===== src/rtl/pcs_receive.sv =====
// 1000BASE-X PCS receive path: 8b/10b decode, code-group classification and the
// receive state machine that frames packets and tracks frame and error counts.
module pcs_receive (
  input  logic       clk,
  input  logic       mr_main_reset,
  input  logic [9:0] rx_code_group,
  output logic [7:0] RXD,
  output logic       RX_DV,
  output logic       RX_ER,
  output logic       sync_status,
  output logic [7:0] rx_pkt_count,
  output logic [7:0] rx_err_count
);

  typedef enum logic [2:0] {WAIT_FOR_K, RX_K, IDLE_D, RECEIVE, TRI_RRI} state_t;
  typedef enum logic [2:0] {C_K, C_S, C_T, C_R, C_D, C_INV} cls_t;

  state_t     r_state;
  logic [7:0] r_rxd;
  logic       r_rx_dv;
  logic       r_rx_er;
  logic       r_sync;
  logic [7:0] r_pkt_cnt;
  logic [7:0] r_err_cnt;

  cls_t       w_cls;
  logic [5:0] w_dec6;
  logic [3:0] w_dec4;
  logic [7:0] w_data;

  // Returns {valid, EDCBA}; both disparity columns accepted.
  function automatic logic [5:0] dec6(input logic [5:0] c);
    case (c)
      6'b100111, 6'b011000: dec6 = {1'b1, 5'd0};
      6'b011101, 6'b100010: dec6 = {1'b1, 5'd1};
      6'b101101, 6'b010010: dec6 = {1'b1, 5'd2};
      6'b110001:            dec6 = {1'b1, 5'd3};
      6'b110101, 6'b001010: dec6 = {1'b1, 5'd4};
      6'b101001:            dec6 = {1'b1, 5'd5};
      6'b011001:            dec6 = {1'b1, 5'd6};
      6'b111000, 6'b000111: dec6 = {1'b1, 5'd7};
      6'b111001, 6'b000110: dec6 = {1'b1, 5'd8};
      6'b100101:            dec6 = {1'b1, 5'd9};
      6'b010101:            dec6 = {1'b1, 5'd10};
      6'b110100:            dec6 = {1'b1, 5'd11};
      6'b001101:            dec6 = {1'b1, 5'd12};
      6'b101100:            dec6 = {1'b1, 5'd13};
      6'b011100:            dec6 = {1'b1, 5'd14};
      6'b010111, 6'b101000: dec6 = {1'b1, 5'd15};
      6'b011011, 6'b100100: dec6 = {1'b1, 5'd16};
      6'b100011:            dec6 = {1'b1, 5'd17};
      6'b010011:            dec6 = {1'b1, 5'd18};
      6'b110010:            dec6 = {1'b1, 5'd19};
      6'b001011:            dec6 = {1'b1, 5'd20};
      6'b101010:            dec6 = {1'b1, 5'd21};
      6'b011010:            dec6 = {1'b1, 5'd22};
      6'b111010, 6'b000101: dec6 = {1'b1, 5'd23};
      6'b110011, 6'b001100: dec6 = {1'b1, 5'd24};
      6'b100110:            dec6 = {1'b1, 5'd25};
      6'b010110:            dec6 = {1'b1, 5'd26};
      6'b110110, 6'b001001: dec6 = {1'b1, 5'd27};
      6'b001110:            dec6 = {1'b1, 5'd28};
      6'b101110, 6'b010001: dec6 = {1'b1, 5'd29};
      6'b011110, 6'b100001: dec6 = {1'b1, 5'd30};
      6'b101011, 6'b010100: dec6 = {1'b1, 5'd31};
      default:              dec6 = 6'b0;
    endcase
  endfunction

  // Returns {valid, HGF}; primary and alternate x.7 forms both map to 7.
  function automatic logic [3:0] dec4(input logic [3:0] c);
    case (c)
      4'b1011, 4'b0100:                   dec4 = {1'b1, 3'd0};
      4'b1001:                            dec4 = {1'b1, 3'd1};
      4'b0101:                            dec4 = {1'b1, 3'd2};
      4'b1100, 4'b0011:                   dec4 = {1'b1, 3'd3};
      4'b1101, 4'b0010:                   dec4 = {1'b1, 3'd4};
      4'b1010:                            dec4 = {1'b1, 3'd5};
      4'b0110:                            dec4 = {1'b1, 3'd6};
      4'b1110, 4'b0001, 4'b0111, 4'b1000: dec4 = {1'b1, 3'd7};
      default:                            dec4 = 4'b0;
    endcase
  endfunction

  function automatic logic [7:0] sat_inc(input logic [7:0] v);
    sat_inc = (v == 8'hFF) ? 8'hFF : v + 8'd1;
  endfunction

  // K23.7/K27.7/K29.7 alias D.x.A7 in a permissive decode, so specials win.
  always_comb begin
    w_dec6 = dec6(rx_code_group[9:4]);
    w_dec4 = dec4(rx_code_group[3:0]);
    w_data = {w_dec4[2:0], w_dec6[4:0]};
    w_cls  = C_INV;
    case (rx_code_group)
      10'b0011111010, 10'b1100000101: w_cls = C_K;
      10'b1101101000, 10'b0010010111: w_cls = C_S;
      10'b1011101000, 10'b0100010111: w_cls = C_T;
      10'b1110101000, 10'b0001010111: w_cls = C_R;
      default: if (w_dec6[5] && w_dec4[5-2]) w_cls = C_D;
    endcase
  end

  always_ff @(posedge clk or negedge mr_main_reset) begin
    if (!mr_main_reset) begin
      r_state   <= WAIT_FOR_K;
      r_rxd     <= 8'h00;
      r_rx_dv   <= 1'b0;
      r_rx_er   <= 1'b0;
      r_sync    <= 1'b0;
      r_pkt_cnt <= 8'h00;
      r_err_cnt <= 8'h00;
    end else begin
      r_rx_dv <= 1'b0;
      r_rx_er <= 1'b0;
      case (r_state)
        WAIT_FOR_K: if (w_cls == C_K) begin
          r_state <= RX_K;
          r_sync  <= 1'b1;
        end
        RX_K: if (w_cls == C_D) r_state <= IDLE_D;
              else begin r_state <= WAIT_FOR_K; r_sync <= 1'b0; end
        IDLE_D: case (w_cls)
          C_K: r_state <= RX_K;
          C_S: begin r_state <= RECEIVE; r_rxd <= 8'h55; r_rx_dv <= 1'b1; end
          default: begin r_state <= WAIT_FOR_K; r_sync <= 1'b0; end
        endcase
        RECEIVE: case (w_cls)
          C_D: begin r_rxd <= w_data; r_rx_dv <= 1'b1; end
          C_T: begin r_state <= TRI_RRI; r_pkt_cnt <= r_pkt_cnt + 8'd1; end
          C_K: begin
            r_state   <= RX_K;
            r_rx_dv   <= 1'b1;
            r_rx_er   <= 1'b1;
            r_err_cnt <= sat_inc(r_err_cnt);
          end
          default: begin
            r_rxd     <= 8'h00;
            r_rx_dv   <= 1'b1;
            r_rx_er   <= 1'b1;
            r_err_cnt <= sat_inc(r_err_cnt);
          end
        endcase
        TRI_RRI: case (w_cls)
          C_R: r_state <= TRI_RRI;
          C_K: r_state <= RX_K;
          default: begin r_state <= WAIT_FOR_K; r_sync <= 1'b0; end
        endcase
        default: begin r_state <= WAIT_FOR_K; r_sync <= 1'b0; end
      endcase
    end
  end

  assign RXD          = r_rxd;
  assign RX_DV        = r_rx_dv;
  assign RX_ER        = r_rx_er;
  assign sync_status  = r_sync;
  assign rx_pkt_count = r_pkt_cnt;
  assign rx_err_count = r_err_cnt;

endmodule


===== config.mk =====
export PLATFORM = sky130hd
export DESIGN_NAME = pcs_receive
export DESIGN_NICKNAME = d
export VERILOG_FILES = /design/src/rtl/pcs_receive.sv
export SDC_FILE = /design/constraint.sdc
export NUM_CORES = 1
export LEC_CHECK = 0
export CAP_MARGIN = 5
export CORE_ASPECT_RATIO = 1.5
export CORE_MARGIN = 5
export CORE_UTILIZATION = 46
export DETAILED_ROUTE_END_ITERATION = 7
export PLACE_DENSITY = 0.7
export SETUP_SLACK_MARGIN = 0.02
export SYNTH_ARGS = -nofsm -noshare
export SYNTH_HDL_FRONTEND = slang
export SYNTH_SLANG_ARGS = --single-unit

===== constraint.sdc =====
create_clock -name clk -period 1.85 [get_ports clk]
set_clock_uncertainty 0.15 [all_clocks]
set_input_delay 0.185 -clock clk [delete_from_list [all_inputs] [get_ports clk]]
set_output_delay 0.185 -clock clk [all_outputs]
set_load 0.005 [all_outputs]

=== Word level (Yosys, flattened, before mapping) ===
Memory sizes are Yosys's and may differ from the RTL's.
Cells that the tools add are included.

* Memory bits (read-only): 448
* Flip-flop bits (word level): 30
* Word-level logic and storage cells: 76
* Memories kept: 2

{| class="wikitable"
|+ Memory list
! memory !! depth !! width !! read ports !! clocked after Yosys merged registers in !! write ports !! RTL line !! source
|-
| (name not given) || 64 || 6 || 1 || 0 || 0 || 33 || <nowiki>case (c)</nowiki>
|-
| (name not given) || 16 || 4 || 1 || 0 || 0 || 72 || <nowiki>case (c)</nowiki>
|}

* Reductions and logical operators: 17
* Bitwise operators: 2
* Muxes and demuxes: 22
* Eq/ne operators: 24
* $add $sub $neg: 2

{| class="wikitable"
|+ Operator list
! operator !! number
|-
| 10-bit equality test (second input constant) || 4
|-
| 8-bit case mux with 2 select lines || 2
|-
| 10-bit by 8-bit equality test with 1-bit output (second input constant) || 2
|-
| 8-bit by 1-bit adder with 8-bit output (second input constant) || 2
|-
| 8-bit two-way mux || 2
|-
| 2-bit OR reduction || 8
|-
| 3-bit case mux with 5 select lines || 1
|-
| 3-bit by 2-bit equality test with 1-bit output (second input constant) || 4
|-
| 2-bit != test (second input constant) || 6
|-
| 3-bit case mux with 2 select lines || 2
|-
| 3-bit case mux with 4 select lines || 1
|-
| 10-bit by 7-bit equality test with 1-bit output (second input constant) || 1
|-
| 10-bit by 9-bit equality test with 1-bit output (second input constant) || 1
|-
| 1-bit two-way mux || 9
|-
| 8-bit equality test (second input constant) || 1
|-
| 3-bit by 1-bit equality test with 1-bit output (second input constant) || 2
|-
| 3-bit equality test (second input constant) || 2
|-
| 3-bit zero test || 2
|-
| 2-bit AND reduction || 3
|-
| 1-bit case mux with 5 select lines || 1
|-
| 5-bit AND reduction || 1
|-
| 2-bit case mux with 2 select lines || 1
|-
| 3-bit two-way mux || 1
|-
| 3-bit != test (second input constant) || 1
|-
| 6 further kinds || 7
|}

=== Depth between registers and ports, before layout ===
An unclocked memory read counts as a cell.

* Depth after elaboration: 8
* Gate-level depth with buffers: 9
* Mapped depth without buffers: 8

=== Worst setup path before layout ===
Ideal clock, no wire load.

* Kind: input-to-reg
* Start point: input port rx_code_group[4]
* End point: register r_rxd[1] (netlist: RXD[1])
* Stages on the path: 9
* Arrival time: 2138 ps
* Slack: -560 ps
* Cell sequence: inv_1 > ha_1 > nand4b_1 > or2_1 > a22o_1 > o31a_1 > or4_4 > buf_6 > a32o_1

* Longest elaborated chain between the ends: 8
* Elaborated cells on any way between the ends: 26
* Those cells by class: eq/ne: 13; mux: 4; reduce/logical: 8; memory: 1

{| class="wikitable"
|+ Ends and longest elaborated chain
! element !! RTL line !! source
|-
| start: declaration || 6 || <nowiki>input logic [9:0] rx_code_group,</nowiki>
|-
| memory 64 x 6 bit || - ||
|-
| 1-bit logical AND || 100 || <nowiki>default: if (w_dec6[5] && w_dec4[5-2]) w_cls = C_D;</nowiki>
|-
| 1-bit two-way mux || 100 ||
|-
| 3-bit case mux with 4 select lines || 95 || <nowiki>case (rx_code_group)</nowiki>
|-
| 3-bit by 2-bit equality test with 1-bit output / 3-bit zero test (equally long branches) || 128 || <nowiki>RECEIVE: case (w_cls)</nowiki>
|-
| 2-bit OR reduction (no line) || - ||
|-
| 8-bit case mux with 2 select lines / 2-bit != test (equally long branches) || - ||
|-
| 8-bit case mux with 2 select lines / 3-bit AND reduction (equally long branches) || - ||
|-
| end signal: assignment || 125 || <nowiki>C_S: begin r_state <= RECEIVE; r_rxd <= 8'h55; r_rx_dv <= 1'b1; end</nowiki>
|-
| end signal: assignment || 129 || <nowiki>C_D: begin r_rxd <= w_data; r_rx_dv <= 1'b1; end</nowiki>
|-
| end signal: assignment || 138 || <nowiki>r_rxd <= 8'h00;</nowiki>
|-
| end: declaration || 19 || <nowiki>logic [7:0] r_rxd;</nowiki>
|}

Several ways; a longest one is shown, not always the timed one.
A chain may end at the register's enable or synchronous reset.

=== Worst setup path in the final report ===
* Start point: input port rx_code_group[1]
* End point: register r_rxd[3] (netlist: RXD[3])

* Longest elaborated chain between the ends: 8
* Elaborated cells on any way between the ends: 26
* Those cells by class: eq/ne: 13; mux: 4; reduce/logical: 8; memory: 1

{| class="wikitable"
|+ Ends and longest elaborated chain
! element !! RTL line
|-
| memory 16 x 4 bit || -
|-
| 1-bit logical AND || 100
|-
| 1-bit two-way mux || 100
|-
| 3-bit case mux with 4 select lines (*) || 95
|-
| 3-bit by 2-bit equality test with 1-bit output / 3-bit zero test (equally long branches) || 128
|-
| 2-bit OR reduction (no line) || -
|-
| 8-bit case mux with 2 select lines / 2-bit != test (equally long branches) || -
|-
| 8-bit case mux with 2 select lines / 3-bit AND reduction (equally long branches) || -
|}

Every way passes the cells marked *; elsewhere a longest branch is shown, timed or not.

==> flow_summary_export.csv <==
group,metric,value,unit
run_status,run_status,"finished with violations",
run_status,violations,"setup timing",
place,io_buffer_count,38,
die,die-area,6580,um^2
die,pin_count,39,
setup_path,cp_cell_sequence,"buf_2 -> inv_4 -> buf_4 -> ha_1 -> and3_1 -> nand4_1 -> o21ai_2 -> o31a_1 -> or4_4 -> a32o_1",
clock_network,cts_sinks,30,
clock_network,clkTransAtPathRegs,0.06,ns
global_routing,grt_max_degree,31,
clock_network,clockRootBuffer,"clkbuf_8",
power_and_ir_drop,ir_drop,0.293,mV
setup_path,reg2reg_depth,6,
hold_path,worstHoldPathType,"in -> async",
setup_path,crit_family,"simple AND/OR/NAND/NOR gates",
die,start_util,0.477,
clock_network,cts_buffers,5,
timing,setup-tns-final,-3.51,ns
global_routing,grt_pass1_wl,11200,um
setup_path,cp_slowest_stage_delay,0.57,ns
die,dieHeight,96.9,um
detailed_routing,routed_via_density,5.60,
yosys,syn_nets,297,
global_routing,grt_pass1_vias,2452,
setup_path,start_kind,"input port",
die,rows,31,
clock_network,clk_path_buf_depth,2,
layout,multi_input_area,1580,um^2
yosys,syn_area_per_cell,8.44,um^2
yosys,synthCells,274,
setup_path,timing.rr.end,"rx_err_count[4]",
clock_network,cts_max_level,2,
die,core-area,4850,um^2
timing,fin_ws,-0.294,ns
job,maxCapViolations,0,
timing,min_period_over_period,1.16,
power_and_ir_drop,leakage,1.55,nW
setup_path,cp_slowest_cell,"or4_4",
detailed_routing,via_count,2498,
layout,num_antenna_cells,0,
clock_network,cts_tree,"built",
die,die_w,67.9,um
yosys,yosysSeqAreaShare,0.324,
setup_path,worstSetupEndpointType,"register",
place,postPlaceCellArea,3230,um^2
detailed_routing,dr.pass1.iters,4,
timing,relSlewSlack,0.755,
layout,drive_above_1_share,0.358,
place,gp_congestion,0.900,
yosys,yosysTopAreaCellShare,0.324,
setup_path,worstPathRequired,1.86,ns
place,hpwl,4900,um
global_routing,grt-ovfl-total,0,
setup_path,r2r_start,"r_state[1]",
timing,rsz0062_at_grt,"yes",
detailed_routing,routedWlPerCell,15.4,um
yosys,yosysMostFrequentCell,"dfrtp_1",
layout,area_growth_syn_to_layout,51.0,%
setup_path,crit_arrival,2.16,ns
timing,report.final.slew_viol_count,0,
global_routing,grt_use_total,0.215,
yosys,synth_top_cell_by_area,"dfrtp_1",
layout,finalNetCount,402,
yosys,synth_common_cells,"dfrtp_1, nor2_1, nand2_1",
yosys,synth_warnings,0,
yosys,async_reset_ff_frac,1.00,
global_routing,antenna_found_initial,0,
layout,final_util,0.721,
setup_path,critPathKind,"in -> reg",
timing,clock.fmax,0.466,GHz
layout,regArea,751,um^2
detailed_routing,dr.first_iter.drc_count,99,
layout,design_area,3490,um^2
yosys,synth_cell_type_count,57,
yosys,netlist_area,2310,um^2
yosys,synth_area_leaders,"dfrtp_1, ha_1, nor2_1",
timing,hold_viol_final,0,
timing,setup_violations,18,
detailed_routing,wirelength,6850,um
layout,fillCellCount,375,
yosys,synth_ff_type,"dfrtp_1",
setup_path,rrSetupSlack,-0.02,ns
clock_network,clkLatencyLatePin,0.28,ns
power_and_ir_drop,p_per_area,499,nW/um^2
timing,worstMarginPinSlew,0.367,ns
yosys,synth-edff-count,0,
detailed_routing,ant_nets,0,
yosys,yosys_register_bits,30,
detailed_routing,drc,0,
setup_path,crit_fanout,5,
setup_path,path_buf_inv,3,
timing,fin_crit,2.14,ns
## power breakdown
part	internal, mW	switching (mW)
sequential	0.688	0.0231
combinational	0.268	0.232
clock	0.299	0.235
## flip-flops by register name, indices dropped and copies added, names as in the netlist
register and count:
sync_status 1, RX_DV 1, rx_err_count 8, RXD 8, r_state 3, RX_ER 1, rx_pkt_count 8
## worst reg2reg max path: cells and delay by family, from the launching register on
| family | cells | cell delay, ns |
|---|---|---|
| and+or+nand+nor | 3 | 0.55 |
| DFF | 1 | 0.36 |
| muxes | 1 | 0.30 |
| AOI/OAI and AO/OA | 1 | 0.23 |
| buffers and inverters | 1 | 0.16 |
## layout by cell type, fill, tap and decap left out, types with 3 or more instances in the layout
master	count
buf_4	72
dfrtp_1	30
clkdlybuf4s50_1	28
nor2_1	22
nand2_1	19
o21ai_0	17
a21oi_1	12
nand2b_1	11
a31oi_1	9
inv_1	8
a21oi_2	7
o211ai_1	7
ha_1	7
nand3_1	6
clkbuf_8	6
nand4_1	5
nor3_1	5
buf_6	5
nor2_2	4
nand3b_1	4
nor2b_1	4
xnor2_1	4
a32o_1	4
a311oi_1	4
buf_2	4
and3_1	3
xor2_1	3
mux2i_1	3
a211oi_1	3
mux2_2	3
a22oi_2	3
ha_4	3
## worst max path at each step
stage	depth (start not counted)	to	start	slack, ns
finish	10	RXD[3]	rx_code_group[1]	-0.29
global route	10	RXD[2]	rx_code_group[0]	-0.36
floorplan	9	RXD[1]	rx_code_group[4]	-0.37
global placement	9	rx_err_count[4]	rx_code_group[5]	-0.96
detailed placement	10	rx_err_count[4]	rx_code_group[0]	-1.01
CTS	10	RXD[0]	rx_code_group[4]	-0.31
## per-layer routing
layer	global-route usage	share of wire	vias to the layer above
met1	0.240	0.38	1182
met5	0	0	-
met2	0.394	0.55	71
met4	0.0858	0.033	0
met3	0.0220	0.038	21
li1	-	-	1224
## final cells by class
type                       count  share of cell area
sequential                    30               0.215
clock inverter                 1             0.00143
inverter                      12              0.0154
multi-input combinational    217               0.453
tap                           66              0.0236
timing repair buffer         113               0.267
clock buffer                   7              0.0247
## logic make-up (layout without fill, tap and decap cells)
kind of cell,Yosys count,count (layout),synth area share
xor+xnor,7,7,0.0265
flops,30,30,0.324
mux,7,7,0.0324
buf+inv,28,133,0.0633
compound gates,91,91,0.269
fa+ha+maj,11,11,0.0595
simple gates,100,101,0.225
## metrics by stage
step	hold WS [ns]	total power, mW	cells	setup WS, ns
after global placement	0.306	1.18	428	-0.958
final	0.145	1.74	446	-0.294
after floorplan	-0.261	0.946	274	-0.372
after detailed placement	0.306	1.19	428	-1.01
after CTS	0.159	1.74	442	-0.309
after global routing	0.179	1.84	446	-0.357
## repair_timing
action                     in CTS  in global routing
buffers inserted                6                  5
gates cloned                    1                  0
setup endpoints to repair      30                 23
gates resized for setup        51                 18
pin swaps                      23                 18
hold buffers                    0                  0
Note: power is estimated with default switching activity, not from simulation.
